==> config.mk <==
export PLATFORM = sky130hd
export DESIGN_NAME = retospect_bs_loader
export DESIGN_NICKNAME = d
export VERILOG_FILES = /design/src/rtl/retospect_pkg.sv /design/src/rtl/retospect_bs_packer.sv /design/src/rtl/retospect_bs_loader.sv
export SDC_FILE = /design/constraint.sdc
export NUM_CORES = 1
export LEC_CHECK = 0
export CORE_MARGIN = 2
export CORE_UTILIZATION = 56
export CTS_CLUSTER_DIAMETER = 60
export CTS_CLUSTER_SIZE = 25
export DETAILED_ROUTE_END_ITERATION = 12
export PLACE_DENSITY = 0.79
export SETUP_SLACK_MARGIN = 0.5
export SKIP_CTS_REPAIR_TIMING = 1
export SLEW_MARGIN = 20
export SYNTH_ARGS = -nofsm -noshare
export SYNTH_HDL_FRONTEND = slang
export SYNTH_SLANG_ARGS = --single-unit
export TNS_END_PERCENT = 20
==> constraint.sdc <==
create_clock -name clk -period 2.3 [get_ports clk]
set_input_delay 0.23 -clock clk [delete_from_list [all_inputs] [get_ports clk]]
set_output_delay 0.23 -clock clk [all_outputs]
set_load 0.02 [all_outputs]
==> src/rtl/retospect_pkg.sv <==
// Shared types and sizing helpers for the retospect configuration-chain loader.
package retospect_pkg;

  localparam int unsigned CHAIN_LEN_DEFAULT = 948;

  typedef enum logic [2:0] {
    ST_IDLE  = 3'd0,
    ST_LOAD  = 3'd1,
    ST_FLUSH = 3'd2,
    ST_NN    = 3'd3,
    ST_FIN   = 3'd4
  } state_e;

  // Number of host bytes needed to carry len chain bits.
  function automatic int unsigned BYTES_PER_CHAIN(input int unsigned len);
    return (len + 32'd7) / 32'd8;
  endfunction

endpackage

==> src/rtl/retospect_bs_packer.sv <==
// LSB-first serial-to-byte accumulator with a one-byte output register.
module retospect_bs_packer (
  input  logic       clk,
  input  logic       rst_n,
  input  logic       bit_valid,
  input  logic       bit_in,
  input  logic       flush,
  output logic [7:0] out_data,
  output logic       out_valid,
  input  logic       out_ready,
  output logic       full_c,
  output logic       empty_c
);

  logic [7:0] acc;
  logic [2:0] pk_idx;

  // A new bit issued now would complete a byte that has nowhere to go.
  assign full_c  = out_valid && !out_ready &&
                   ((4'(pk_idx) + 4'(bit_valid)) >= 4'd7);
  assign empty_c = (pk_idx == 3'd0) && !out_valid;

  always_ff @(posedge clk) begin
    if (!rst_n) begin
      acc       <= '0;
      pk_idx    <= '0;
      out_data  <= '0;
      out_valid <= 1'b0;
    end else begin
      if (out_valid && out_ready) out_valid <= 1'b0;
      if (bit_valid) begin
        if (pk_idx == 3'd7) begin
          out_data  <= {bit_in, acc[6:0]};
          out_valid <= 1'b1;
          acc       <= '0;
          pk_idx    <= '0;
        end else begin
          acc[pk_idx] <= bit_in;
          pk_idx      <= pk_idx + 3'd1;
        end
      end else if (flush && (pk_idx != 3'd0) && (!out_valid || out_ready)) begin
        out_data  <= acc;
        out_valid <= 1'b1;
        acc       <= '0;
        pk_idx    <= '0;
      end
    end
  end

endmodule

==> src/rtl/retospect_bs_loader.sv <==
// Shifts a host byte stream into the configuration chain and packs the
// bits leaving the chain into a readback byte stream.
module retospect_bs_loader
  import retospect_pkg::*;
#(
  parameter int unsigned CHAIN_LEN = CHAIN_LEN_DEFAULT,
  parameter bit          PULSE_NN  = 1'b1,
  parameter int unsigned CNT_W     = $clog2(CHAIN_LEN + 1)
) (
  input  logic       clk,
  input  logic       rst_n,
  input  logic       start,
  input  logic [7:0] in_data,
  input  logic       in_valid,
  output logic       in_ready,
  output logic [7:0] out_data,
  output logic       out_valid,
  input  logic       out_ready,
  output logic       config_en,
  output logic       bs_in,
  input  logic       bs_out,
  output logic       nn_pulse,
  output logic       busy,
  output logic       done
);

  localparam int unsigned NBYTES = BYTES_PER_CHAIN(CHAIN_LEN);
  localparam int unsigned BT_W   = $clog2(NBYTES + 1);

  state_e            state, state_nxt;
  logic [7:0]        holder;
  logic              holder_full;
  logic [2:0]        bit_idx;
  logic [BT_W-1:0]   bytes_taken;
  logic [CNT_W-1:0]  bit_cnt;
  logic              pk_full_c, pk_empty_c, pk_flush_c;
  logic              shift_fire_c, last_bit_c, in_hs_c;

  assign in_ready     = (state == ST_LOAD) && !holder_full &&
                        (bytes_taken < BT_W'(NBYTES));
  assign in_hs_c      = in_valid && in_ready;
  assign last_bit_c   = (bit_cnt == CNT_W'(CHAIN_LEN - 1));
  assign shift_fire_c = (state == ST_LOAD) && holder_full && !pk_full_c;
  // Partial byte is flushed only once the final in-flight bit has landed.
  assign pk_flush_c   = (state == ST_FLUSH) && !config_en;

  retospect_bs_packer u_packer (
    .clk       (clk),
    .rst_n     (rst_n),
    .bit_valid (config_en),
    .bit_in    (bs_out),
    .flush     (pk_flush_c),
    .out_data  (out_data),
    .out_valid (out_valid),
    .out_ready (out_ready),
    .full_c    (pk_full_c),
    .empty_c   (pk_empty_c)
  );

  always_ff @(posedge clk) begin
    if (!rst_n) state <= ST_IDLE;
    else        state <= state_nxt;
  end

  always_comb begin
    state_nxt = state;
    case (state)
      ST_IDLE:  if (start) state_nxt = ST_LOAD;
      ST_LOAD:  if (shift_fire_c && last_bit_c) state_nxt = ST_FLUSH;
      ST_FLUSH: if (!config_en && pk_empty_c) state_nxt = PULSE_NN ? ST_NN : ST_FIN;
      ST_NN:    state_nxt = ST_FIN;
      ST_FIN:   state_nxt = ST_IDLE;
      default:  state_nxt = ST_IDLE;
    endcase
  end

  // Datapath and registered outputs.
  always_ff @(posedge clk) begin
    if (!rst_n) begin
      holder      <= '0;
      holder_full <= 1'b0;
      bit_idx     <= '0;
      bytes_taken <= '0;
      bit_cnt     <= '0;
      config_en   <= 1'b0;
      bs_in       <= 1'b0;
      nn_pulse    <= 1'b0;
      busy        <= 1'b0;
      done        <= 1'b0;
    end else begin
      config_en <= shift_fire_c;
      busy      <= (state_nxt != ST_IDLE);
      done      <= (state_nxt == ST_FIN);
      nn_pulse  <= (state_nxt == ST_NN);
      if ((state == ST_IDLE) && start) begin
        holder_full <= 1'b0;
        bit_idx     <= '0;
        bytes_taken <= '0;
        bit_cnt     <= '0;
      end else if (in_hs_c) begin
        holder      <= in_data;
        holder_full <= 1'b1;
        bit_idx     <= '0;
        bytes_taken <= bytes_taken + BT_W'(1);
      end else if (shift_fire_c) begin
        bs_in   <= holder[bit_idx];
        bit_idx <= bit_idx + 3'd1;
        bit_cnt <= bit_cnt + CNT_W'(1);
        if ((bit_idx == 3'd7) || last_bit_c) holder_full <= 1'b0;
      end
    end
  end

endmodule

-- Yosys cells after proc, flatten, opt, wreduce, memory -nomap -nowiden
Cells that the tools add are included.
- register bits after elaboration: 57
- input port bits: 14
- output and inout port bits: 15
- word-level logic and storage cells: 99
- add/sub/neg operators: 5
- magnitude comparators: 5
- equal/unequal tests: 9
- multiplexer cells: 25
- bitwise gates (word level): 3
- reduce and logical (&&, ||, !) cells: 37
- operators by type and width (cell ; number):
    8-bit 2-to-1 mux ; 6
    3-bit 2-to-1 mux ; 6
    1-bit logical AND ; 16
    3-bit case mux with 4 select lines ; 1
    10-bit by 1-bit adder with 10-bit output, second input constant ; 1
    10-bit == test, second input constant ; 1
    3-bit by 2-bit == test with 1-bit output, second input constant ; 3
    3-bit == test, second input constant ; 3
    1-bit 2-to-1 mux ; 9
    8-bit bitwise mux ; 1
    3-bit by 4-bit < comparator with 1-bit output, second input constant ; 2
    2-bit AND reduction ; 4
    7-bit by 1-bit adder with 7-bit output, second input constant ; 1
    7-bit < comparator, second input constant ; 1
    3-bit by 1-bit adder with 3-bit output, second input constant ; 2
    3-bit logical NOT ; 2
    2-bit nonzero test ; 3
    3-bit nonzero test ; 2
    1-bit logical NOT ; 5
    3-bit by 1-bit adder with 4-bit output ; 1
    4-bit by 3-bit >= comparator with 1-bit output, second input constant ; 1
    1-bit binary-select mux with 3-bit select ; 1
    1-bit demux with 3-bit select ; 1
    3-bit by 1-bit == test with 1-bit output, second input constant ; 1
    other kinds (7) ; 10

-- Longest topological paths before layout
- depth after elaboration: 9
- mapped depth: 8
- gate-level depth less buffers: 6

-- By module
From an unflattened synthesis, not the netlist that was laid out.
- cell total of the unflattened synthesis: 296
- area total of the unflattened synthesis: 2781.4 um2
- by module, submodules not included (module ; times used ; cells an instance ; area an instance (um2)):
    retospect_bs_loader ; 1 ; 179 ; 1680.4
    retospect_bs_packer ; 1 ; 117 ; 1101.1

-- Least setup slack after synthesis
OpenSTA, ideal clock, no wires.
- path kind: reg2reg
- start point: reg config_en
- end point: reg bit_cnt[8]
- library setup time: 0.125 ns
- arrival time: 1.946 ns
- data required time: 2.175 ns
- slack: 0.229 ns
- stages on the path, launching flop included: 9
- period minus slack after synthesis: 2.071 ns
- cell sequence: dfxtp_1 -> ha_1 -> ha_1 -> and4b_1 -> o31a_1 -> buf_6 -> buf_2 -> o31ai_1 -> a21oi_1
- word-level cells in the longest chain between the ends: 6
- ends and longest elaborated chain (what ; RTL line ; source):
    start, declared ; retospect_bs_loader.sv:19 ; output logic config_en,
    start signal, assigned ; retospect_bs_loader.sv:91 ; config_en <= shift_fire_c;
    3-bit by 1-bit adder with 4-bit output ; retospect_bs_packer.sv:20 ; ((4'(pk_idx) + 4'(bit_valid)) >= 4'd7);
    4-bit by 3-bit >= comparator with 1-bit output ; retospect_bs_packer.sv:20 ;
    1-bit logical AND ; retospect_bs_packer.sv:19 ; assign full_c = out_valid && !out_ready &&
    1-bit logical NOT ; retospect_bs_loader.sv:43 ; assign shift_fire_c = (state == ST_LOAD) && holder_full && !pk_full_c;
    1-bit logical AND ; retospect_bs_loader.sv:43 ;
    2-bit AND reduction (no line) ; - ;
    end signal, assigned ; retospect_bs_loader.sv:108 ; bit_cnt <= bit_cnt + CNT_W'(1);
    end, declared ; retospect_bs_loader.sv:35 ; logic [CNT_W-1:0] bit_cnt;
Every way passes these cells.
A chain may end at the register's enable or synchronous reset.

-- Worst setup path in the final report
- start point: reg config_en
- end point: reg bit_cnt[7]
Same word-level chain as after synthesis.

==> summary.md <==
| Metric | Value |
|---|---|
| Nets | 366 |
| HP Class | in2reg |
| Clk sink count | 57 |
| Worst path cell trace | ha_4, ha_4, and4b_2, o31a_4, or4_4, a21oi_2 |
| Req. time, crit path | 2.57 ns |
| Clock Latency Late Sink | 0.33 ns |
| Synth area leaders | dfxtp_1, a21oi_1, o21ai_0 |
| DR vias | 2410 |
| Leakage power | 1.25 nW |
| DRT Wirelength | 6.08 mm |
| Starting density of the core | 57.3% |
| Cell row count | 25 |
| Port-buffer cells | 28 |
| Area growth syn-to-layout | 25.6% |
| Tmin final | 2.02 ns |
| Max-Cap Viols | 0 |
| Critical Path Sink Type | flip-flop |
| Final setup violation count | 0 |
| Gr usage total | 23.3% |
| Drt wl/cell | 15.1 µm |
| DP HPWL | 3.90 mm |
| Antenna diode count | 0 |
| Multi-input gate area | 0.00148 mm² |
| Sequential area share after synthesis | 42.7% |
| Commonest non-fill, non-tap cell in the layout | dfxtp_1 |
| F_max | 0.495 GHz |
| Synth area leader | dfxtp_1 |
| Vias in the first global route | 2160 |
| WP buf/inv | 0 |
| CP startpoint kind | flip-flop |
| Ys Warns | 0 |
| Cts bufs inserted | 9 |
| Max FO, Critical Path | 8 |
| CTS tree | built |
| CTS Buffer Depth | 2 |
| Gr ovfl total | 0 |
| Setup Skew | 0.00941 ns |
| Total core area | 0.00466 mm² |
| Cells after DPL | 381 |
| Detail Route Antenna Nets | 0 |
| Final std cells w/o fill | 402 |
| Syn Area/Cell | 8.67 µm² |
| Initial DRC count | 150 |
| Worst Max-Slew Pin Slew | 0.522 ns |
| Final period util | 87.9% |
| Post-Syn Area | 0.00267 mm² |
| Top-area cell type share of the netlist area | 42.7% |
| Relative slew slack | 65.2% |
| Depth of the CTS H-tree | 3 |
| Pwr/cell area | 664 mW/mm² |
| Die area | 0.00534 mm² |
| Synth Register Bits | 57 |
| Crit-path max cell delay | 0.49 ns |
| Mapped Cells | 308 |
| Max VDD drop | 556 µV |
| Arrival time worst endpoint | 2.30 ns |
| Clk root buf | clkbuf_8 |
| Detailed-route DRC error count | 0 |
| Slowest-stage cell, CP | or4_4 |
| Max-slew violations | 0 |
| Status | complete, no violations |
| Proportion of layout cells with a drive suffix above 1 | 15.2% |
| DR pass1 iterations | 4 |
| Worst-path clk slew | 0.07 ns |
| Boundary Pins | 29 |
| Initial antenna violation count | 0 |
| Most used cell, CP | ha_4 |
| Chip height | 73.1 µm |
| Global placement routability congestion | 0.847 |
| Vias/cell | 6.00 |
| Largest net degree at the start of global routing | 26 |
| Yosys cell types | 42 |
| Storage cell area | 0.00115 mm² |
| Most frequent cells in the layout | dfxtp_1, a21oi_1, o21ai_0, clkdlybuf4s50_1, nor2_1 |
| Synth Net Count | 331 |
| Setup CP Type | reg2reg |
| Final Hold Viols | 0 |
| CP top delay family | simple AND/OR/NAND/NOR gates |
| RSZ-0062 raised after global routing | true |
| Setup_tns | 0 ns |
| # fillers | 347 |
| Die X | 73.1 µm |
| Wire length of the first global-routing pass | 9.78 mm |
==> per-stage QoR <==
stage | cell area, µm² | hold WS (ns) | power, mW | util, % | setup slack [ns]
after global placement | 3030 | 0.449 | 1.17 | 65.0 | 0.242
after detailed placement | 3030 | 0.461 | 1.17 | 65.0 | 0.160
after CTS | 3260 | 0.439 | 2.23 | 69.9 | 0.137
after global routing | 3350 | 0.463 | 2.29 | 71.9 | 0.241
final | 3350 | 0.449 | 2.23 | 71.9 | 0.279
after floorplan | 2710 | 0.370 | 1.11 | - | 0.396
==> cell families after synthesis <==
family,count (synthesis),share of synthesized area [%]
AO/OA/AOI/OAI,83,18.1
buffers and inverters,28,4.83
adder cells (fa/ha/maj),9,4.22
AND/OR/NAND/NOR,118,24.4
flip-flops,57,42.7
multiplexers,11,5.06
XOR/XNOR,2,0.656
==> path summary, 6_finish.rpt <==
check | start | endpoint | slack [ns] | cells after the start
max | config_en | bit_cnt[7] | 0.28 | 6
min | in_data[0] | holder[0] | 0.45 | 3
max reg2reg | config_en | bit_cnt[7] | 0.28 | 6
min reg2reg | u_packer.acc[7] | u_packer.acc[7] | 0.47 | 2
==> cells in the mapped netlist, drive strengths merged <==
master,number
inv,7
o31ai,7
nor3b,2
a22oi,2
mux4,2
a211oi,2
nor2b,7
o31a,1
dfxtp,57
nand3,20
and2,5
nor2,22
nor3,6
clkinv,1
o21a,2
mux2i,9
or4,6
and3,4
nor4b,2
o21ai,27
and4,3
or3,7
o211a,2
a31o,1
ha,9
and4b,3
nand2,21
nand2b,4
clkbuf,12
buf,8
a31oi,5
a41o,1
nand4,5
or2,1
a21oi,32
xor2,2
o211ai,1
==> worst register-to-register path, stage by stage, from the launching register on <==
cell and delay, ns:
dfxtp_4 0.36, ha_4 0.16, ha_4 0.21, and4b_2 0.23, o31a_4 0.38, or4_4 0.49, a21oi_2 0.13
==> final cells by class <==
cell class	count	area share (%)
multi-input combinational	224	44.2
sequential	57	34.2
timing repair buffer	43	11.9
clock buffer	11	4.51
clock inverter	5	2.28
tap	54	2.01
inverter	8	0.896
==> per-layer routing <==
metal,vias to the layer above,wire [µm],GRT usage (%)
li1,1191,-,-
met1,1153,2850,31.1
met2,56,2880,36.3
met3,10,284,6.22
met4,0,71,8.02
met5,-,0,0
==> registers in the layout (all words and copies together), names as in the netlist, 3 cells and up <==
name	flops
bit_idx	3
state	3
u_packer.acc	8
bit_cnt	10
u_packer.out_data	8
holder	8
bytes_taken	7
u_packer.pk_idx	3
==> power breakdown <==
group          internal, mW  total (mW)  switching (mW)
Sequential             1.00        1.01          0.0127
Combinational        0.0629       0.136          0.0730
Clock                 0.666        1.08           0.410
Total                  1.73        2.23           0.496
(Power assumes the default switching activity.)
